**config.mk**
```make
export PLATFORM = sky130hd
export DESIGN_NAME = sw_alloc_ctrl_flat
export DESIGN_NICKNAME = d
export VERILOG_FILES = /design/src/rtl/sw_alloc_ctrl_if.sv /design/src/rtl/sw_alloc_ctrl.sv /design/src/flat_wrapper.sv
export SDC_FILE = /design/constraint.sdc
export NUM_CORES = 1
export LEC_CHECK = 0
export ABC_AREA = 1
export BUFFER_PORTS_ARGS = -buffer_cell sky130_fd_sc_hd__clkbuf_2
export CAP_MARGIN = 20
export CORE_ASPECT_RATIO = 0.7
export CORE_MARGIN = 5
export CORE_UTILIZATION = 51
export DETAILED_ROUTE_END_ITERATION = 6
export PLACE_DENSITY = 0.75
export SLEW_MARGIN = 20
export SYNTH_ARGS = -nofsm -noshare
export SYNTH_HDL_FRONTEND = slang
export SYNTH_SLANG_ARGS = --single-unit
```
**constraint.sdc**
```tcl
create_clock -name clk -period 8.2 [get_ports clk]
set_input_delay 0.41 -clock clk [delete_from_list [all_inputs] [get_ports clk]]
set_output_delay 0.41 -clock clk [all_outputs]
set_load 0.02 [all_outputs]
```
**src/rtl/sw_alloc_ctrl_if.sv**
```systemverilog
// ---------------------------------------------------------------------------
// sw_alloc_ctrl_if
// Bundle between the router input/output port logic and the switch allocator.
//   master : port logic side (drives requests, transfers, credits)
//   slave  : allocator side (drives grants, output locks, crossbar selects)
// Signals:
//   i_req       per-input flit waiting for the switch
//   i_target    per-input requested output, slice [i*PORT_W +: PORT_W]
//   i_out_ready per-output downstream credit available
//   i_xfer      per-input flit crossed the switch this cycle
//   i_tail      per-input qualifier: transferred flit is a tail
//   o_grant     per-input ownership of an output
//   o_out_lock  per-output locked flag
//   o_out_sel   per-output owner index (0 when unlocked)
//   o_err       sticky transfer-without-grant flag
//   o_stall_cnt saturating stall-cycle counter
// ---------------------------------------------------------------------------
interface sw_alloc_ctrl_if #(
    parameter int NUM_PORTS = 5,
    parameter int PORT_W    = 3,
    parameter int STALL_W   = 16
);
    logic [NUM_PORTS-1:0]        i_req;
    logic [NUM_PORTS*PORT_W-1:0] i_target;
    logic [NUM_PORTS-1:0]        i_out_ready;
    logic [NUM_PORTS-1:0]        i_xfer;
    logic [NUM_PORTS-1:0]        i_tail;
    logic [NUM_PORTS-1:0]        o_grant;
    logic [NUM_PORTS-1:0]        o_out_lock;
    logic [NUM_PORTS*PORT_W-1:0] o_out_sel;
    logic                        o_err;
    logic [STALL_W-1:0]          o_stall_cnt;

    modport master (
        output i_req, i_target, i_out_ready, i_xfer, i_tail,
        input  o_grant, o_out_lock, o_out_sel, o_err, o_stall_cnt
    );

    modport slave (
        input  i_req, i_target, i_out_ready, i_xfer, i_tail,
        output o_grant, o_out_lock, o_out_sel, o_err, o_stall_cnt
    );
endinterface

```
**src/rtl/sw_alloc_ctrl.sv**
```systemverilog
// ---------------------------------------------------------------------------
// sw_alloc_ctrl
// Wormhole switch allocator. Each output port runs an IDLE/LOCKED machine:
// while IDLE it round-robin arbitrates among unowned inputs whose head flit
// targets it (and only when it has downstream credit); once granted it stays
// locked to the owner until the owner's tail flit crosses the switch.
// Ports:
//   clk  rising-edge clock
//   rst  asynchronous active-high reset
//   bus  sw_alloc_ctrl_if.slave (requests in, grants/selects/debug out)
// All outputs come straight from registers.
// ---------------------------------------------------------------------------
module sw_alloc_ctrl #(
    parameter int NUM_PORTS = 5,
    parameter int PORT_W    = 3,
    parameter int STALL_W   = 16
) (
    input  logic           clk,
    input  logic           rst,
    sw_alloc_ctrl_if.slave bus
);

    typedef enum logic {
        ST_IDLE   = 1'b0,
        ST_LOCKED = 1'b1
    } out_state_e;

    out_state_e                       state_q [NUM_PORTS];
    out_state_e                       state_d [NUM_PORTS];
    logic [NUM_PORTS-1:0]             grant_q, grant_d;
    logic [NUM_PORTS-1:0][PORT_W-1:0] sel_q, sel_d;
    logic [NUM_PORTS-1:0][PORT_W-1:0] rr_q, rr_d;
    logic                             err_q, err_d;
    logic [STALL_W-1:0]               stall_q, stall_d;

    // cand_s[j][i]: input i is an arbitration candidate for output j
    logic [NUM_PORTS-1:0][NUM_PORTS-1:0] cand_s;
    logic [NUM_PORTS-1:0]                won_s;
    logic                                stall_s;
    logic [NUM_PORTS-1:0]                lock_s;

    // Candidate matrix: requesting, not already owning, and routed to output j.
    // Out-of-range targets never match any j, so they are never candidates.
    always_comb begin
        cand_s = '0;
        for (int j = 0; j < NUM_PORTS; j++) begin
            for (int i = 0; i < NUM_PORTS; i++) begin
                cand_s[j][i] = bus.i_req[i] & ~grant_q[i] &
                    (bus.i_target[i*PORT_W +: PORT_W] == PORT_W'(j));
            end
        end
    end

    // Per-output next state: tail release when locked, round-robin allocation when idle.
    always_comb begin
        logic                 done_v;
        logic                 found_v;
        logic [PORT_W-1:0]    win_v;
        logic [NUM_PORTS-1:0] rel_v;

        done_v  = 1'b0;
        found_v = 1'b0;
        win_v   = '0;
        rel_v   = '0;
        won_s   = '0;
        state_d = state_q;
        sel_d   = sel_q;
        rr_d    = rr_q;

        for (int j = 0; j < NUM_PORTS; j++) begin
            done_v  = 1'b0;
            found_v = 1'b0;
            win_v   = '0;
            if (state_q[j] == ST_LOCKED) begin
                // Lock ignores credit and the owner's i_req; only its tail frees it.
                for (int i = 0; i < NUM_PORTS; i++) begin
                    done_v = done_v | ((sel_q[j] == PORT_W'(i)) & bus.i_xfer[i] & bus.i_tail[i]);
                end
                if (done_v) begin
                    state_d[j] = ST_IDLE;
                    sel_d[j]   = '0;
                    for (int i = 0; i < NUM_PORTS; i++) begin
                        rel_v[i] = rel_v[i] | (sel_q[j] == PORT_W'(i));
                    end
                end else begin
                    state_d[j] = ST_LOCKED;
                end
            end else begin
                // Round-robin as two priority passes: first candidates at or
                // above the pointer, then wrap around to the lowest candidate.
                for (int i = 0; i < NUM_PORTS; i++) begin
                    if (!found_v && cand_s[j][i] && (PORT_W'(i) >= rr_q[j])) begin
                        found_v = 1'b1;
                        win_v   = PORT_W'(i);
                    end else begin
                        found_v = found_v;
                    end
                end
                for (int i = 0; i < NUM_PORTS; i++) begin
                    if (!found_v && cand_s[j][i]) begin
                        found_v = 1'b1;
                        win_v   = PORT_W'(i);
                    end else begin
                        found_v = found_v;
                    end
                end
                if (found_v && bus.i_out_ready[j]) begin
                    state_d[j] = ST_LOCKED;
                    sel_d[j]   = win_v;
                    rr_d[j]    = (win_v == PORT_W'(NUM_PORTS - 1)) ? '0 : win_v + PORT_W'(1);
                    for (int i = 0; i < NUM_PORTS; i++) begin
                        won_s[i] = won_s[i] | (win_v == PORT_W'(i));
                    end
                end else begin
                    state_d[j] = ST_IDLE;
                end
            end
        end
        // A winner never holds a grant, so release and allocation never hit the same bit.
        grant_d = (grant_q & ~rel_v) | won_s;
    end

    // Stall detect: a routable, unowned requester that did not win this cycle.
    always_comb begin
        stall_s = 1'b0;
        for (int i = 0; i < NUM_PORTS; i++) begin
            stall_s = stall_s | (bus.i_req[i] & ~grant_q[i] & ~won_s[i] &
                (bus.i_target[i*PORT_W +: PORT_W] < PORT_W'(NUM_PORTS)));
        end
    end

    // Debug next state: sticky error and saturating stall counter.
    always_comb begin
        err_d = err_q | (|(bus.i_xfer & ~grant_q));
        if (stall_s && (stall_q != {STALL_W{1'b1}})) begin
            stall_d = stall_q + STALL_W'(1);
        end else begin
            stall_d = stall_q;
        end
    end

    // State registers with asynchronous reset.
    always_ff @(posedge clk or posedge rst) begin
        if (rst) begin
            for (int j = 0; j < NUM_PORTS; j++) begin
                state_q[j] <= ST_IDLE;
            end
            grant_q <= '0;
            sel_q   <= '0;
            rr_q    <= '0;
            err_q   <= 1'b0;
            stall_q <= '0;
        end else begin
            for (int j = 0; j < NUM_PORTS; j++) begin
                state_q[j] <= state_d[j];
            end
            grant_q <= grant_d;
            sel_q   <= sel_d;
            rr_q    <= rr_d;
            err_q   <= err_d;
            stall_q <= stall_d;
        end
    end

    // Lock flags are a direct decode of the per-output state registers.
    always_comb begin
        lock_s = '0;
        for (int j = 0; j < NUM_PORTS; j++) begin
            lock_s[j] = (state_q[j] == ST_LOCKED);
        end
    end

    assign bus.o_grant     = grant_q;
    assign bus.o_out_lock  = lock_s;
    assign bus.o_out_sel   = sel_q;
    assign bus.o_err       = err_q;
    assign bus.o_stall_cnt = stall_q;

endmodule

```
**src/flat_wrapper.sv**
```systemverilog
// flat-port wrapper written by rule: the top's interface ports become plain ports
module sw_alloc_ctrl_flat 
#(
    parameter int NUM_PORTS = 5,
    parameter int PORT_W    = 3,
    parameter int STALL_W   = 16
)
  (clk, rst, bus_i_req, bus_i_target, bus_i_out_ready, bus_i_xfer, bus_i_tail, bus_o_grant, bus_o_out_lock, bus_o_out_sel, bus_o_err, bus_o_stall_cnt);
  sw_alloc_ctrl_if #(.NUM_PORTS(NUM_PORTS), .PORT_W(PORT_W), .STALL_W(STALL_W)) bus_i ();
  input  logic clk;
  input  logic rst;
  input wire logic [$bits(bus_i.i_req)-1:0] bus_i_req;
  input wire logic [$bits(bus_i.i_target)-1:0] bus_i_target;
  input wire logic [$bits(bus_i.i_out_ready)-1:0] bus_i_out_ready;
  input wire logic [$bits(bus_i.i_xfer)-1:0] bus_i_xfer;
  input wire logic [$bits(bus_i.i_tail)-1:0] bus_i_tail;
  output wire logic [$bits(bus_i.o_grant)-1:0] bus_o_grant;
  output wire logic [$bits(bus_i.o_out_lock)-1:0] bus_o_out_lock;
  output wire logic [$bits(bus_i.o_out_sel)-1:0] bus_o_out_sel;
  output wire logic [$bits(bus_i.o_err)-1:0] bus_o_err;
  output wire logic [$bits(bus_i.o_stall_cnt)-1:0] bus_o_stall_cnt;
  assign bus_i.i_req = bus_i_req;
  assign bus_i.i_target = bus_i_target;
  assign bus_i.i_out_ready = bus_i_out_ready;
  assign bus_i.i_xfer = bus_i_xfer;
  assign bus_i.i_tail = bus_i_tail;
  assign bus_o_grant = bus_i.o_grant;
  assign bus_o_out_lock = bus_i.o_out_lock;
  assign bus_o_out_sel = bus_i.o_out_sel;
  assign bus_o_err = bus_i.o_err;
  assign bus_o_stall_cnt = bus_i.o_stall_cnt;
  sw_alloc_ctrl #(.NUM_PORTS(NUM_PORTS), .PORT_W(PORT_W), .STALL_W(STALL_W)) u_core (.clk(clk), .rst(rst), .bus(bus_i));
endmodule
```
==> impl_metrics.csv <==
group,metric,value,unit
clock_tree,cts.htree.levels,3,
timing,setup_viol,0,
drt,final_antenna_net_count,0,
place,port_buffers,78,
synth,syn-num-nets,792,
power_and_ir_drop,power.leakage,3.075,nW
power_and_ir_drop,p_per_area,279.0,nW/um^2
place,post-dp-hpwl,12570,um
place,gp_congestion,1.014,
timing,skew,4.696,ps
synth,synthArstFlopShare,100.0,%
floorplanning,dieArea,11800,um^2
timing,tightest_slew,756.5,ps
synth,syn_area,4947,um^2
critical_path,cp_data_arrival_time,4010,ps
drt,avgViaCountPerCell,5.755,
flow_run,maxCapViolations,0,
synth,yosys.area.top_type_share,28.83,%
status,outcome,"complete, no violations",
clock_tree,clockBufferDepth,2,
final_layout,final_cell_mix,"171 x nand2_1, 104 x inv_1, 78 x clkbuf_2, 75 x nand3_1, 73 x nor2_1",
timing,slew_viol_final,0,
final_layout,antenna_cells,0,
synth,synth.area.top_cells,"dfrtp_1 29%, nand2_1 13%, inv_1 8.0%, nand3_1 7.6%, ha_1 6.1%",
power_and_ir_drop,ir_worst_vdd,0.1634,mV
synth,ys_ff_latch,57,
final_layout,final_nets,876,
drt,drt_first_pass_iters,5,
floorplanning,start_util,51.69,%
timing,grt_setup_unrepaired,"false",
global_routing,grt_max_degree,58,
synth,ys_seq_area_share,28.83,%
floorplanning,dieHeight,92.41,um
floorplanning,die_w,127.7,um
critical_path,critPathKind,"flip-flop to flip-flop",
timing,slew-limit-headroom,49.57,%
final_layout,layout_commonest_cell,"nand2_1",
synth,synth_edf_count,0,
global_routing,antenna_found_initial,0,
clock_tree,numCtsBuffers,9,
global_routing,grt_pass1_wl,25240,um
critical_path,cp-end-kind,"flip-flop",
timing,max_freq,263.3,MHz
critical_path,path_cells,"inv_1, nand3_1, nor2_1, nand2_1, nand2_1, nor2_1, nand4_2, nor2_2, nand2_1, inv_1, nor3_1, inv_1, ha_1, ha_1, nand2_1, nand3_1, nor2_1, nand2_1, nand2_1, nor2_2, nand2_4, nand2_4, nand2_1, nand2_1",
timing,final.period_utilization,46.31,%
drt,vias,5456,
critical_path,path_max_fanout,17,
critical_path,cp_common_cell,"nand2_1",
clock_tree,clk_pin_slew,50,ps
critical_path,critical_path.top_delay_family,"simple AND/OR/NAND/NOR gates",
floorplanning,fp.coreArea,9572,um^2
drt,drc,0,
critical_path,cp_slowest_cell,"nor3_1",
final_layout,area_growth,16.74,%
synth,synth_cell_types,44,
clock_tree,root_buffer,"clkbuf_16",
clock_tree,hold_buffers,0,
global_routing,grtUsageTotal,26.86,%
timing,hold_ws,270.4,ps
clock_tree,clock_latency,330,ps
clock_tree,tritoncts,"yes",
critical_path,cp_slowest_stage_delay,470,ps
critical_path,critPathRequiredTime,8410,ps
hold_path,hp-class,"input pin to async pin",
drt,wl,15920,um
floorplanning,num_rows,30,
timing,tns,0,ps
drt,drtIter0Drc,652,
clock_tree,post_cts_resized,0,
clock_tree,post_cts_buffers,0,
clock_tree,clock-sinks,57,
global_routing,overflow,0,
critical_path,start_kind,"flip-flop",
timing,hold_viol,0,
critical_path,crit_buf_inv,3,
floorplanning,io-pin-count,79,
synth,yosysTopAreaCell,"dfrtp_1",
drt,wire_per_inst,16.80,um
synth,syn_inst,731,
final_layout,final_layout_size_suffix_gt1_share,20.00,%
global_routing,first_global_vias,5008,
synth,yosys_warnings,0,
synth,synthFlopType,"dfrtp_1",
timing,fin_crit,3798,ps
synth,synth.avg_cell_area,6.768,um^2
[registers in the layout, summed over array words and instances (netlist names)]
register                flops
u_core.bus.o_err            1
u_core.bus.o_grant          5
u_core.rr_q                15
u_core.bus.o_stall_cnt     16
u_core.bus.o_out_sel       15
u_core.bus.o_out_lock       5
[routing by layer]
layer | routed length [um] | GRT usage (%)
met1 | 7023 | 39.00
met4 | 384 | 8.127
met2 | 6745 | 39.63
met3 | 1767 | 6.110
met5 | 0 | 0
[cells by family after synthesis]
| logic type | Yosys count | share of synthesized area [%] |
|---|---|---|
| buf+inv | 122 | 9.636 |
| flops | 57 | 28.83 |
| fa+ha+maj | 24 | 6.070 |
| simple gates | 429 | 42.34 |
| compound gates | 85 | 10.65 |
| xor+xnor | 14 | 2.479 |
[final cells by class]
class	count	area, um^2
Clock inverter	6	82.58
Tap cell	128	160.2
Inverter	116	435.4
Sequential cell	57	1426
Multi-Input combinational cell	552	3044
Clock buffer	10	229.0
Fill cell	906	3796
Timing Repair Buffer	79	397.9
[through the flow]
stage / worst slack (ps) / util, % / cell area [um^2] / power, mW / cells
6_report: 4402 / 60.34 / 5776 / 1.611 / 948
5_1_grt: 4107 / 60.34 / 5776 / 1.709 / 948
4_1_cts: 4515 / 60.34 / 5776 / 1.596 / 948
3_5_place_dp: 4543 / 57.08 / 5464 / 1.192 / 932
3_3_place_gp: 4750 / 57.08 / 5464 / 1.168 / 932
2_1_floorplan: 5270 / - / 4947 / 0.9679 / 731
[worst paths after layout]
kind                                       startpoint                    endpoint  slack, ps  cells past startpoint
worst max-delay path            u_core.bus.o_grant[0]   u_core.bus.o_stall_cnt[2]       4400                     24
worst min-delay path                              rst  u_core.bus.o_stall_cnt[12]        270                      3
worst max register to register  u_core.bus.o_grant[0]   u_core.bus.o_stall_cnt[2]       4400                     24
worst min register to register       u_core.bus.o_err            u_core.bus.o_err        480                      2
max in group asynchronous                         rst    u_core.bus.o_out_lock[2]       7420                      3
min in group clk                        bus_i_xfer[4]            u_core.bus.o_err        350                      3
[power by group]
group	internal, mW	leakage [nW]	switching [mW]	total, mW
Combinational	0.230	2.20	0.494	0.724
Sequential	0.369	0.722	0.122	0.491
Clock	0.264	0.152	0.133	0.397
[worst min-delay path, delay by kind of cell]
family	cells	cell delay [ps]
buf+inv	3	690
[cells in the mapped netlist (4+ instances only)]
cell type and n:
o22ai_1 18, nand4_1 11, dfrtp_1 57, inv_2 11, nor2_4 7, o31ai_1 4, nand2_1 171, xor2_1 5
nand4_2 6, xnor2_1 9, a21oi_1 19, nor2_1 73, nand3_1 75, a221oi_1 5, o21ai_0 25, ha_1 24
inv_1 105, nor2_2 17, nor3_1 35, nand3_2 9, nand2_2 8
(Power assumes the default switching activity.)
